===== src/rtl/instr_seq_ctrl.sv =====
// Multi-cycle RV32I control sequencer: fetch, decode, execute, optional memory
// access and writeback, with retire counting and halt on illegal/system/timeout.
module instr_seq_ctrl #(
  parameter int CNT_W   = 32,
  parameter int TIMEOUT = 255
) (
  input  logic             clk,
  input  logic             rstN,
  input  logic             start,
  output logic             imemReq,
  input  logic             imemAck,
  input  logic [31:0]      imemData,
  output logic [31:0]      instr,
  output logic             dmemReq,
  output logic             dmemWe,
  input  logic             dmemAck,
  input  logic             brTaken,
  output logic             aluSrcImm,
  output logic [1:0]       wbSel,
  output logic [1:0]       pcSel,
  output logic             regWe,
  output logic             pcWe,
  output logic [CNT_W-1:0] retired,
  output logic             halted,
  output logic             illegal,
  output logic             busErr
);

  localparam int WAIT_W = (TIMEOUT < 2) ? 1 : $clog2(TIMEOUT);
  localparam logic [WAIT_W-1:0] WAIT_LAST = WAIT_W'(TIMEOUT - 1);

  typedef enum logic [2:0] {
    S_IDLE, S_FETCH, S_DECODE, S_EXEC, S_MEM, S_WB, S_HALT
  } state_t;

  typedef enum logic [3:0] {
    C_R, C_I, C_LOAD, C_STORE, C_BRANCH, C_JAL, C_JALR, C_LUI, C_AUIPC,
    C_SYSTEM, C_BAD
  } class_t;

  state_t            state;
  class_t            cls;
  class_t            op_class;
  logic [WAIT_W-1:0] wait_cnt;

  function automatic class_t classify(input logic [6:0] op);
    case (op)
      7'b0110011: return C_R;
      7'b0010011: return C_I;
      7'b0000011: return C_LOAD;
      7'b0100011: return C_STORE;
      7'b1100011: return C_BRANCH;
      7'b1101111: return C_JAL;
      7'b1100111: return C_JALR;
      7'b0110111: return C_LUI;
      7'b0010111: return C_AUIPC;
      7'b1110011: return C_SYSTEM;
      default:    return C_BAD;
    endcase
  endfunction

  assign op_class = classify(instr[6:0]);

  // The wait counter runs only while a request is outstanding; the last
  // allowed cycle still accepts an ack before declaring a bus error.
  always_ff @(posedge clk or negedge rstN) begin
    if (!rstN) begin
      state    <= S_IDLE;
      cls      <= C_R;
      instr    <= '0;
      retired  <= '0;
      wait_cnt <= '0;
      halted   <= 1'b0;
      illegal  <= 1'b0;
      busErr   <= 1'b0;
    end else begin
      case (state)
        S_IDLE: begin
          if (start) begin
            state    <= S_FETCH;
            wait_cnt <= '0;
          end
        end
        S_FETCH: begin
          if (imemAck) begin
            instr <= imemData;
            state <= S_DECODE;
          end else if (wait_cnt == WAIT_LAST) begin
            state  <= S_HALT;
            halted <= 1'b1;
            busErr <= 1'b1;
          end else begin
            wait_cnt <= wait_cnt + 1'b1;
          end
        end
        S_DECODE: begin
          cls <= op_class;
          case (op_class)
            C_SYSTEM: begin
              state  <= S_HALT;
              halted <= 1'b1;
            end
            C_BAD: begin
              state   <= S_HALT;
              halted  <= 1'b1;
              illegal <= 1'b1;
            end
            default: state <= S_EXEC;
          endcase
        end
        S_EXEC: begin
          if (cls == C_BRANCH) begin
            retired  <= retired + CNT_W'(1);
            state    <= S_FETCH;
            wait_cnt <= '0;
          end else if (cls == C_LOAD || cls == C_STORE) begin
            state    <= S_MEM;
            wait_cnt <= '0;
          end else begin
            state <= S_WB;
          end
        end
        S_MEM: begin
          if (dmemAck) begin
            if (cls == C_STORE) begin
              retired  <= retired + CNT_W'(1);
              state    <= S_FETCH;
              wait_cnt <= '0;
            end else begin
              state <= S_WB;
            end
          end else if (wait_cnt == WAIT_LAST) begin
            state  <= S_HALT;
            halted <= 1'b1;
            busErr <= 1'b1;
          end else begin
            wait_cnt <= wait_cnt + 1'b1;
          end
        end
        S_WB: begin
          retired  <= retired + CNT_W'(1);
          state    <= S_FETCH;
          wait_cnt <= '0;
        end
        S_HALT:  state <= S_HALT;
        default: state <= S_IDLE;
      endcase
    end
  end

  // Strobes and selects are a pure decode of the registered state and class;
  // only the store-completion PC write looks at the same-cycle ack.
  always_comb begin
    imemReq   = (state == S_FETCH);
    dmemReq   = (state == S_MEM);
    dmemWe    = (state == S_MEM) && (cls == C_STORE);
    aluSrcImm = 1'b0;
    wbSel     = 2'd0;
    pcSel     = 2'd0;
    regWe     = 1'b0;
    pcWe      = 1'b0;
    if (state == S_EXEC || state == S_MEM || state == S_WB)
      aluSrcImm = (cls != C_R) && (cls != C_BRANCH);
    case (state)
      S_EXEC: begin
        if (cls == C_BRANCH) begin
          pcWe  = 1'b1;
          pcSel = brTaken ? 2'd1 : 2'd0;
        end
      end
      S_MEM: pcWe = (cls == C_STORE) && dmemAck;
      S_WB: begin
        pcWe  = 1'b1;
        regWe = (instr[11:7] != 5'd0);
        case (cls)
          C_LOAD: wbSel = 2'd1;
          C_JAL: begin
            wbSel = 2'd2;
            pcSel = 2'd1;
          end
          C_JALR: begin
            wbSel = 2'd2;
            pcSel = 2'd2;
          end
          C_LUI:   wbSel = 2'd3;
          default: wbSel = 2'd0;
        endcase
      end
      default: ;
    endcase
  end

endmodule


===== config.mk =====
export PLATFORM = sky130hd
export DESIGN_NAME = instr_seq_ctrl
export DESIGN_NICKNAME = d
export VERILOG_FILES = /design/src/rtl/instr_seq_ctrl.sv
export SDC_FILE = /design/constraint.sdc
export NUM_CORES = 1
export LEC_CHECK = 0
export CAP_MARGIN = 10
export CORE_ASPECT_RATIO = 1.1
export CORE_MARGIN = 10
export CORE_UTILIZATION = 30
export CTS_BUF_LIST = sky130_fd_sc_hd__clkbuf_8
export CTS_CLUSTER_SIZE = 12
export DETAILED_ROUTE_END_ITERATION = 8
export DONT_BUFFER_PORTS = 1
export PLACE_DENSITY = 0.48
export SLEW_MARGIN = 20
export SYNTH_ARGS = -nofsm -noshare
export SYNTH_HDL_FRONTEND = slang
export SYNTH_SLANG_ARGS = --single-unit
export TNS_END_PERCENT = 100

===== constraint.sdc =====
create_clock -name clk -period 2.5 [get_ports clk]
set_input_delay 0.625 -clock clk [delete_from_list [all_inputs] [get_ports clk]]
set_output_delay 0.625 -clock clk [all_outputs]
set_load 0.01 [all_outputs]

==> out/metrics.cfg, run 1 <==
[finish]
antenna_cells=0
post_route_cells_drive_above_1_share_pct=20.4
fin_nets=423
instances_no_fill=571
fin_util_pct=34.1
synthToLayoutAreaGrowth_pct=11.1
fin_area_sq_um=4520

[setup_path]
critPathRequiredTime_ns=1.88
worstSetupPathType=register to primary output
path_cells=nor4b_4, a32oi_1, nand2_1
cpPeakStageDelay_ns=0.51
crit_family=simple AND/OR/NAND/NOR gates
arrival_ns=1.73
path_buf_inv=0
crit_path_end_kind=primary output
start_kind=register
cp_max_fo=10
critPathSlowestCell=dfrtp_1

[run]
cap_viol_max_count=0

[synthesis]
synth_edf_count=0
syn_inst=373
seq_area_frac_synth_pct=50.4
synthesis.nets=414
netlist_area_sq_um=4070
ys_ff_latch=82
syn_area_per_cell_sq_um=10.9
synth_async_sr_flop_share_pct=100
synth_warnings=0
synth_ff_type=dfrtp_1
yosysUniqueCellTypes=55

[global_routing]
antenna_found_initial=0
grt_max_degree=83
grt_pass1_wl_mm=16.4
grt_pass1_vias=2801
grt_overflow=0
grtUsageTotal_pct=11.4

[status]
outcome=complete, but fails checks
violations=negative hold slack

[routing]
drt_first_iter_violations=132
viasPerCell=4.92
detail-route-antenna-nets=0
drc=0
firstDrtPassIters=4
finalWirelength_mm=10.3
vias=2810
wire_per_inst_microns=18.1

[clock_network]
htreeDepth=3
tritoncts=yes
clk_path_buf_depth=2
cts_root_buffer=clkbuf_8
path_clk_slew_ns=0.08
clk_latency_ns=0.36
numClockSinks=82
cts_post_setup_buffers_inserted=0
numCtsBuffers=9

[sta]
finalSetupViolCount=0
min_period_over_period_pct=94.2
holdWs_ns=-0.0586
drv_slew=0
relSlewSlack_pct=69.1
clock_skew_ns=0.00758
worst_slack_ns=0.145
period_minus_slack_ns=2.36
clock.fmax_mhz=425
final_hold_viol_count=82
max_slew.worst_pin.slew_ns=0.465

[placed_design]
dp_cells=555
preCtsSetupSlack_ns=0.314
place_congestion=0.786
portBuffers=0
hpwlAfterDp_mm=7.70
dpl-instance-area_sq_um=4310

[floorplan]
die_h_microns=142
std_cell_rows=44
ios=115
start_util_pct=30.7
dieWidth_microns=131
dieArea_sq_um=18600
core_sq_um=13300

[power]
leakagePower_uw=0.00193
total_power_uw=4700
p_per_area_nw_per_um2=1040
ir_drop_v=0.000429

[worst_hold_path]
hold_class=input pin to async pin

timing repair:
item | CTS | global route
setup endpoints to repair | 2 | 2
resized for setup | 2 | 2
hold endpoints to repair | 82 | 82
pin swaps | 0 | 0
worst paths after layout:
path                       slack, ns          end         start  cells after the start
max                             0.14         pcWe        cls[0]                      3
min                            -0.06    instr[30]          rstN                      0
max reg2reg                     0.37  wait_cnt[1]        cls[0]                      5
min reg2reg                     0.55      illegal       illegal                      1
max in group asynchronous       2.44  retired[31]          rstN                      0
min in group clk                0.40    instr[30]  imemData[30]                      1
metrics by stage:
stage / setup TNS (ns) / hold slack [ns]
floorplan: 0 / 0.329
global placement: 0 / 0.333
detailed placement: 0 / 0.333
CTS: 0 / -0.0851
global route: -0.00206 / -0.0894
finish: 0 / -0.0586
power by group:
part           internal (uW)  total, uW  switching, uW  leakage, uW
Clock                    504        975            471     0.000113
Combinational            694       1370            671     0.000784
Sequential              1710       2360            649      0.00103
synthesized netlist by cell type (2+ instances only):
cell      count  share of area, %
nor3_1       12               1.5
nand3b_1      5              0.92
o21ai_0      10               1.2
and4_1        4              0.86
ha_1          3              0.92
buf_2         4              0.49
clkbuf_8      2              0.68
xnor2_1      19               4.1
nand4_1      12               1.8
nand3_1      18               2.2
buf_6         3              0.83
and3_1        7               1.1
nand2_1      23               2.1
and2_1        3              0.46
nor2_1       30               2.8
a21o_1        5              0.92
xor2_1       13               2.8
nor2b_1       5              0.77
mux2_2       34               9.4
a21oi_2       6               1.3
clkbuf_1      7              0.65
inv_1         8              0.74
and3b_1       2              0.43
a21oi_1      18               2.2
o41ai_1       2              0.43
o31ai_1       5              0.92
nand2b_1      4              0.61
dfrtp_1      82                50
final cells by class:
type / instances / area [sq um]
fillers: 1355 / 8740
flip-flops and latches: 82 / 2050
multi-input cells: 267 / 1900
well taps: 184 / 230
clock buffers: 11 / 151
repair buffers: 14 / 118
clock inverters: 5 / 46.3
inverters: 8 / 30.0
registers in the layout (all words and copies together) (netlist names):
name / count
busErr: 1
retired: 32
wait_cnt: 8
halted: 1
illegal: 1
instr: 32
cls: 4
state: 3
routing by layer:
| layer | vias up | global-route usage, % | wire length [microns] |
|---|---|---|---|
| li1 | 1358 | - | - |
| met1 | 1356 | 13.4 | 4330 |
| met2 | 83 | 16.7 | 4690 |
| met3 | 13 | 6.78 | 1150 |
| met4 | 0 | 4.22 | 159 |
| met5 | - | 0 | 0 |
cells by family after synthesis:
family / Yosys count / share of synthesized area [%]
compound gates: 61 / 10.3
xor+xnor: 32 / 6.88
fa+ha+maj: 3 / 0.922
buf+inv: 24 / 3.38
flops: 82 / 50.4
mux: 35 / 9.65
simple gates: 136 / 18.5
cell usage in the layout, fill, tap and decap left out, types with 4 or more instances in the layout:
cell       n
a21o_1     5
a21oi_1   18
a21oi_2    6
and3_1     7
and4_1     4
buf_4     13
clkbuf_8  11
dfrtp_1   81
inv_1     11
mux2_2    34
nand2_1   23
nand2b_1   4
nand3_1   18
nand3b_1   5
nand4_1   12
nor2_1    29
nor2b_1    5
nor3_1    11
o21ai_0   10
o31ai_1    5
xnor2_1   19
xor2_1    13
Power figures use the tool's default switching activity.
==> run 2: changes to the inputs <==
- ABC_CLOCK_PERIOD_IN_PS: not set -> 2500
- SLEW_MARGIN: 20 -> not set
==> results of run 2 <==
The final DEF is identical to that of run 1; final timing and power are the same.
